**config.mk**
```make
export PLATFORM = sky130hd
export DESIGN_NAME = systolic_tile_sequencer
export DESIGN_NICKNAME = d
export VERILOG_FILES = /design/src/rtl/systolic_tile_sequencer_pkg.sv /design/src/rtl/systolic_tile_sequencer_valid_token_pipe.sv /design/src/rtl/systolic_tile_sequencer.sv
export SDC_FILE = /design/constraint.sdc
export NUM_CORES = 1
export LEC_CHECK = 0
export ABC_AREA = 1
export BUFFER_PORTS_ARGS = -buffer_cell sky130_fd_sc_hd__buf_2
export CAP_MARGIN = 20
export CORE_UTILIZATION = 52
export DETAILED_ROUTE_END_ITERATION = 10
export PLACE_DENSITY = 0.88
export SLEW_MARGIN = 20
export SYNTH_ARGS = -nofsm -noshare
export SYNTH_HDL_FRONTEND = slang
export SYNTH_SLANG_ARGS = --single-unit
```
**constraint.sdc**
```tcl
create_clock -name clk -period 1.6 [get_ports clk]
set_clock_uncertainty 0.2 [all_clocks]
set_input_delay 0.16 -clock clk [delete_from_list [all_inputs] [get_ports clk]]
set_output_delay 0.16 -clock clk [all_outputs]
set_load 0.02 [all_outputs]
```
**src/rtl/systolic_tile_sequencer_pkg.sv**
```systemverilog
// Shared definitions for the systolic tile sequencer: mode encodings,
// FSM state enumeration and width helpers for counters and indices.
package seq_pkg;

   localparam logic [2:0] MODE_IDLE  = 3'd0;
   localparam logic [2:0] MODE_LOAD  = 3'd1;
   localparam logic [2:0] MODE_LAYER = 3'd2;

   typedef enum logic [3:0] {
      IDLE,
      ISSUE_LOAD,
      WAIT_LOAD,
      NEXT_TILE,
      ISSUE_LAYER,
      WAIT_LAY_ON,
      WAIT_LAY_OFF,
      NEXT_LAYER,
      DONE,
      ERR
   } seq_state_t;

   // Width of an index selecting one of n items (never narrower than 1 bit).
   function automatic int idx_width(input int n);
      return (n > 1) ? $clog2(n) : 1;
   endfunction

   // Width of a counter that must hold the value max_val.
   function automatic int cnt_width(input int max_val);
      return (max_val > 0) ? $clog2(max_val + 1) : 1;
   endfunction

endpackage

```
**src/rtl/systolic_tile_sequencer_valid_token_pipe.sv**
```systemverilog
// Load-phase valid token pipeline. A load arms TOK_LEN tokens; each cycle
// with advance high and tokens remaining injects a '1' into tap 0. All
// taps shift toward the last MAC column every cycle, independent of advance.
module valid_token_pipe
   import seq_pkg::*;
#(
   parameter int PIPE_DEPTH = 4,
   parameter int TOK_LEN    = 2
) (
   input  logic                  clk,
   input  logic                  rst,
   input  logic                  load,
   input  logic                  advance,
   input  logic                  clear,
   output logic [PIPE_DEPTH-1:0] taps,
   output logic                  empty
);

   localparam int CW = cnt_width(TOK_LEN);

   logic [CW-1:0]         tok_cnt;
   logic                  inject;
   logic [PIPE_DEPTH-1:0] taps_next;

   // Decide whether a token enters tap 0 and form the shifted tap vector.
   always_comb begin
      inject       = advance && (tok_cnt != '0) && !load;
      taps_next    = taps << 1;
      taps_next[0] = inject;
   end

   // Token budget and tap shift register; clear flushes everything at once.
   always_ff @(posedge clk or posedge rst) begin
      if (rst) begin
         tok_cnt <= '0;
         taps    <= '0;
      end else if (clear) begin
         tok_cnt <= '0;
         taps    <= '0;
      end else begin
         taps <= taps_next;
         if (load)
            tok_cnt <= CW'(TOK_LEN);
         else if (inject)
            tok_cnt <= tok_cnt - 1'b1;
      end
   end

   assign empty = (tok_cnt == '0) && (taps == '0);

endmodule

```
**src/rtl/systolic_tile_sequencer.sv**
```systemverilog
// Top-level sequencer: walks NUM_TILES row tiles through the load phase,
// then issues one layer pass, repeated NUM_LAYERS times per start.
// Optional watchdog enabled by defining SEQ_TIMEOUT_EN.
// All outputs are registered from the next-state decode, so each pulse is
// visible during the cycle the FSM occupies the corresponding state.
module systolic_tile_sequencer
   import seq_pkg::*;
#(
   parameter int N          = 8,
   parameter int TILE       = 4,
   parameter int NUM_LAYERS = 2,
   parameter int PIPE_DEPTH = 4,
   parameter int TOK_LEN    = 2,
   parameter int TMO_CYC    = 64
) (
   input  logic                              clk,
   input  logic                              rst,
   input  logic                              start,
   input  logic                              abort,
   input  logic                              load_ready,
   input  logic                              layer_busy,
   output logic [2:0]                        mode,
   output logic                              start_load,
   output logic                              start_layer,
   output logic                              next_tile,
   output logic [idx_width(N/TILE)-1:0]      tile_idx,
   output logic [idx_width(NUM_LAYERS)-1:0]  layer_idx,
   output logic [PIPE_DEPTH-1:0]             valid_ctrl,
   output logic                              busy,
   output logic                              done,
   output logic                              err
);

   localparam int NUM_TILES = N / TILE;
   localparam int TW        = idx_width(NUM_TILES);
   localparam int LW        = idx_width(NUM_LAYERS);

   if (((N % TILE) != 0) || (TMO_CYC < 1)) begin : g_cfg_check
      $error("systolic_tile_sequencer: N must be a multiple of TILE and TMO_CYC >= 1");
   end

   seq_state_t state;
   seq_state_t state_next;
   logic [2:0] mode_next;
   logic       accept;
   logic       abort_hit;
   logic       pipe_load;
   logic       pipe_empty;
   logic       tile_last;
   logic       layer_last;
   logic       tile_inc;
   logic       layer_inc;

   assign abort_hit  = abort && (state != IDLE);
   assign tile_last  = (tile_idx == TW'(NUM_TILES - 1));
   assign layer_last = (layer_idx == LW'(NUM_LAYERS - 1));

`ifdef SEQ_TIMEOUT_EN
   localparam int WD_W = cnt_width(TMO_CYC);
   logic [WD_W-1:0] wd;
   logic            in_wait;
   logic            wd_expired;

   assign in_wait    = (state == WAIT_LOAD) || (state == WAIT_LAY_ON) || (state == WAIT_LAY_OFF);
   assign wd_expired = in_wait && (wd == WD_W'(TMO_CYC - 1));
`endif

   valid_token_pipe #(
      .PIPE_DEPTH (PIPE_DEPTH),
      .TOK_LEN    (TOK_LEN)
   ) u_pipe (
      .clk     (clk),
      .rst     (rst),
      .load    (pipe_load),
      .advance (load_ready),
      .clear   (abort_hit),
      .taps    (valid_ctrl),
      .empty   (pipe_empty)
   );

   // Next-state logic with counter strobes; abort overrides everything.
   always_comb begin
      state_next = state;
      accept     = 1'b0;
      pipe_load  = 1'b0;
      tile_inc   = 1'b0;
      layer_inc  = 1'b0;
      case (state)
         IDLE: begin
            if (start && !layer_busy && !abort) begin
               accept     = 1'b1;
               state_next = ISSUE_LOAD;
            end
         end
         ISSUE_LOAD: begin
            pipe_load  = 1'b1;
            state_next = WAIT_LOAD;
         end
         WAIT_LOAD: begin
            if (pipe_empty)
               state_next = NEXT_TILE;
         end
         NEXT_TILE: begin
            tile_inc   = 1'b1;
            state_next = tile_last ? ISSUE_LAYER : ISSUE_LOAD;
         end
         ISSUE_LAYER: begin
            state_next = WAIT_LAY_ON;
         end
         WAIT_LAY_ON: begin
            if (layer_busy)
               state_next = WAIT_LAY_OFF;
         end
         WAIT_LAY_OFF: begin
            if (!layer_busy)
               state_next = NEXT_LAYER;
         end
         NEXT_LAYER: begin
            if (layer_last) begin
               state_next = DONE;
            end else begin
               layer_inc  = 1'b1;
               state_next = ISSUE_LOAD;
            end
         end
         DONE:    state_next = IDLE;
         ERR:     state_next = IDLE;
         default: state_next = IDLE;
      endcase
`ifdef SEQ_TIMEOUT_EN
      if (wd_expired && (state_next == state))
         state_next = ERR;
`endif
      if (abort_hit) begin
         state_next = IDLE;
         pipe_load  = 1'b0;
         tile_inc   = 1'b0;
         layer_inc  = 1'b0;
      end
   end

   // Mode encoding for the state about to be entered.
   always_comb begin
      mode_next = MODE_IDLE;
      case (state_next)
         ISSUE_LOAD, WAIT_LOAD, NEXT_TILE:                   mode_next = MODE_LOAD;
         ISSUE_LAYER, WAIT_LAY_ON, WAIT_LAY_OFF, NEXT_LAYER: mode_next = MODE_LAYER;
         default:                                            mode_next = MODE_IDLE;
      endcase
   end

   // State register.
   always_ff @(posedge clk or posedge rst) begin
      if (rst)
         state <= IDLE;
      else
         state <= state_next;
   end

   // Tile and layer counters, cleared on an accepted start or an abort.
   always_ff @(posedge clk or posedge rst) begin
      if (rst) begin
         tile_idx  <= '0;
         layer_idx <= '0;
      end else if (accept || abort_hit) begin
         tile_idx  <= '0;
         layer_idx <= '0;
      end else begin
         if (tile_inc)
            tile_idx <= tile_last ? '0 : tile_idx + 1'b1;
         if (layer_inc)
            layer_idx <= layer_idx + 1'b1;
      end
   end

   // Registered control outputs decoded from the upcoming state.
   always_ff @(posedge clk or posedge rst) begin
      if (rst) begin
         mode        <= MODE_IDLE;
         start_load  <= 1'b0;
         start_layer <= 1'b0;
         next_tile   <= 1'b0;
         busy        <= 1'b0;
         done        <= 1'b0;
      end else begin
         mode        <= mode_next;
         start_load  <= (state_next == ISSUE_LOAD);
         start_layer <= (state_next == ISSUE_LAYER);
         next_tile   <= (state_next == NEXT_TILE);
         busy        <= (state_next != IDLE);
         done        <= (state_next == DONE);
      end
   end

`ifdef SEQ_TIMEOUT_EN
   // Watchdog counts cycles spent in one wait state; any state change clears it.
   always_ff @(posedge clk or posedge rst) begin
      if (rst)
         wd <= '0;
      else if ((state_next != state) || !in_wait)
         wd <= '0;
      else
         wd <= wd + 1'b1;
   end

   // Sticky fault flag, released only by the next accepted start.
   always_ff @(posedge clk or posedge rst) begin
      if (rst)
         err <= 1'b0;
      else if (accept)
         err <= 1'b0;
      else if (state_next == ERR)
         err <= 1'b1;
   end
`else
   assign err = 1'b0;
`endif

endmodule

```
==> flow_summary.yaml <==
run_status:
  outcome: "finished, final reports clean"
clock_network:
  cts_buffers: 3
  tritoncts: "done"
  root_buffer: "clkbuf_4"
  htreeDepth: 1
  clk_path_buf_depth: 2
  insertion_delay_ns: 0.29
  path_clk_slew_ns: 0.10
  clock_sinks: 19
job:
  cap_violations: 0
hold_path:
  hold_class: "input port to register"
  holdPathStages: 4
placement:
  post-place-cells: 156
  place.gp.congestion: 0.954
  hpwl_um: 1360
  numPortBuffers: 18
  post-place-ws_ns: 0.0260
  placed_area_sq_um: 1090
floorplan:
  ioPinCount: 21
  std_cell_rows: 15
  dieArea_sq_um: 2050
  dieHeight_um: 45.3
  die_w_um: 45.3
  start_util: 0.559
  coreArea_sq_um: 1750
detailed_routing:
  route.layer.met1.wl_um: 800
  dr_total_vias: 794
  wl_per_cell_um: 11.4
  first_pass_iters: 4
  dr.max_layer_used: "met4"
  viasPerCell: 4.87
  wirelength_um: 1850
  drt_iter0_drc: 17
  met3_length_um: 83
  wl_met2_um: 935
  drtAntennaViolNets: 0
  drc: 0
synth:
  netlist.area_leader.share: 0.487
  ys_async_sr_fraction: 1.00
  synth_ff_type: "dfrtp_1"
  synthTopCellsByCount: "inv_1, dfrtp_1, nor2_1"
  synth_warnings: 0
  syn_inst: 113
  synth_area_sq_um: 976
  synth_edf_count: 0
  netlist_top_cells_area: "dfrtp_1, inv_1, nand2_2"
  avgSynthCellArea_sq_um: 8.64
  yosys_register_bits: 19
  ys_types: 24
  yosysMostFrequentCell: "inv_1"
  synth_top_area_cell: "dfrtp_1"
  ys_seq_area_frac: 0.487
finish:
  fin_cells: 163
  nFillCells: 140
  final_util: 0.666
  n_antenna_cell: 0
  synthToLayoutAreaGrowth_pct: 19.1
  design_area_sq_um: 1160
  final_nets: 146
  drive_above_1_share: 0.406
power:
  p_per_area_nw_per_um2: 1740
  peakVddDrop_uv: 876
  p_leak_nw: 0.676
setup_path:
  worstPathArrival_ns: 1.53
  required_ns: 1.59
  critPathMaxFanout: 7
  worstSetupStartpointType: "register"
  reg2reg_depth: 8
  critPathKind: "register to register"
  end_kind: "register"
timing:
  fmax_mhz: 648
  setup_viol: 0
  setup_ws_ns: 0.0574
  fin_crit_ns: 1.54
  hold_viol_final: 0
  final.period_utilization: 0.964
  final_max_slew_viol_count: 0
global_routing:
  grt_overflow: 0
  antenna_found_initial: 0
  grt_pass1_vias: 711
  grt_start_max_net_pins: 20
  grt_pass1_wl_um: 3050
  grt_use_total: 0.211
-- logic make-up (layout without fill, tap and decap cells) --
family / count (synthesis) / in the layout / synth area share
buffers and inverters: 29 / 53 / 0.119
adder cells (fa/ha/maj): 1 / 1 / 0.0128
other: 1 / 2 / 0.00384
AO/OA/AOI/OAI: 10 / 10 / 0.0795
flip-flops: 19 / 19 / 0.487
AND/OR/NAND/NOR: 53 / 53 / 0.297
-- timing repair --
action / 4_1_cts / 5_1_grt
buffers inserted: 0 / 1
hold buffers: 2 / 0
endpoints found under the setup margin: 0 / 8
hold endpoints to repair: 20 / 0
gates resized for setup: 0 / 6
-- layer usage --
layer  vias up  GRT usage
met5         -          0
met4         0     0.0909
met3         4     0.0240
met2        24      0.365
met1       382      0.264
li1        384          -
-- report_power, final --
group          internal (W)  switching (W)
clock             0.0000970       0.000138
combinational      0.000364       0.000696
sequential         0.000636      0.0000897
-- sequential cells by signal (all words and copies together) (netlist names), 2 cells and up --
signal	flops
state	4
u_pipe.taps	4
mode	2
u_pipe.tok_cnt	2
-- layout by cell type, fill, tap and decap left out --
cell	instances
nand4_1	1
dlygate4sd3_1	2
clkbuf_1	1
o21ai_4	1
o21ai_2	1
dfrtp_2	2
dfrtp_1	17
nor3_2	1
o211ai_2	1
buf_4	2
inv_2	6
nand2_4	3
nand3_1	3
buf_2	18
o21ai_0	2
a21oi_1	1
nand2_2	8
o21ai_1	2
nand2_1	14
nor2_1	14
clkbuf_4	3
a21oi_2	1
nor2_4	3
conb_1	2
nor2_2	3
o22ai_1	1
nand3_2	3
inv_1	21
ha_1	1
-- final cells by class --
class,count,area (sq um),area share
Inverter,27,101,0.0872
Multi-Input combinational cell,66,400,0.344
Tap cell,25,31.3,0.0269
Clock buffer,4,26.3,0.0226
Timing Repair Buffer,22,125,0.108
Sequential cell,19,478,0.411
-- final timing paths --
kind                                start                 to  slack (ns)
min reg2reg                u_pipe.taps[0]     u_pipe.taps[1]        0.32
max reg2reg                      state[1]  u_pipe.tok_cnt[0]        0.06
max in group asynchronous             rst           state[0]        0.77
min in group asynchronous             rst               done        0.21
max                              state[1]  u_pipe.tok_cnt[0]        0.06
min                                 abort  u_pipe.tok_cnt[0]        0.06
-- per-stage QoR --
step                hold WS [ns]  TNS [ns]  power, W
floorplan                -0.0889         0   0.00150
global placement         -0.0161         0   0.00170
detailed placement       -0.0117         0   0.00174
CTS                       0.0717         0   0.00199
global route              0.0753  -0.00296   0.00218
finish                    0.0623         0   0.00202
-- worst max-delay path, cell delays in order, from the launching register on --
cell	delay [ns]
dfrtp_1	0.44
nor2_2	0.16
nand2_2	0.10
nand2_4	0.14
inv_2	0.09
nor2_2	0.10
nand2_2	0.08
nand4_1	0.07
o21ai_1	0.06
Note: power is estimated with default switching activity, not from simulation.
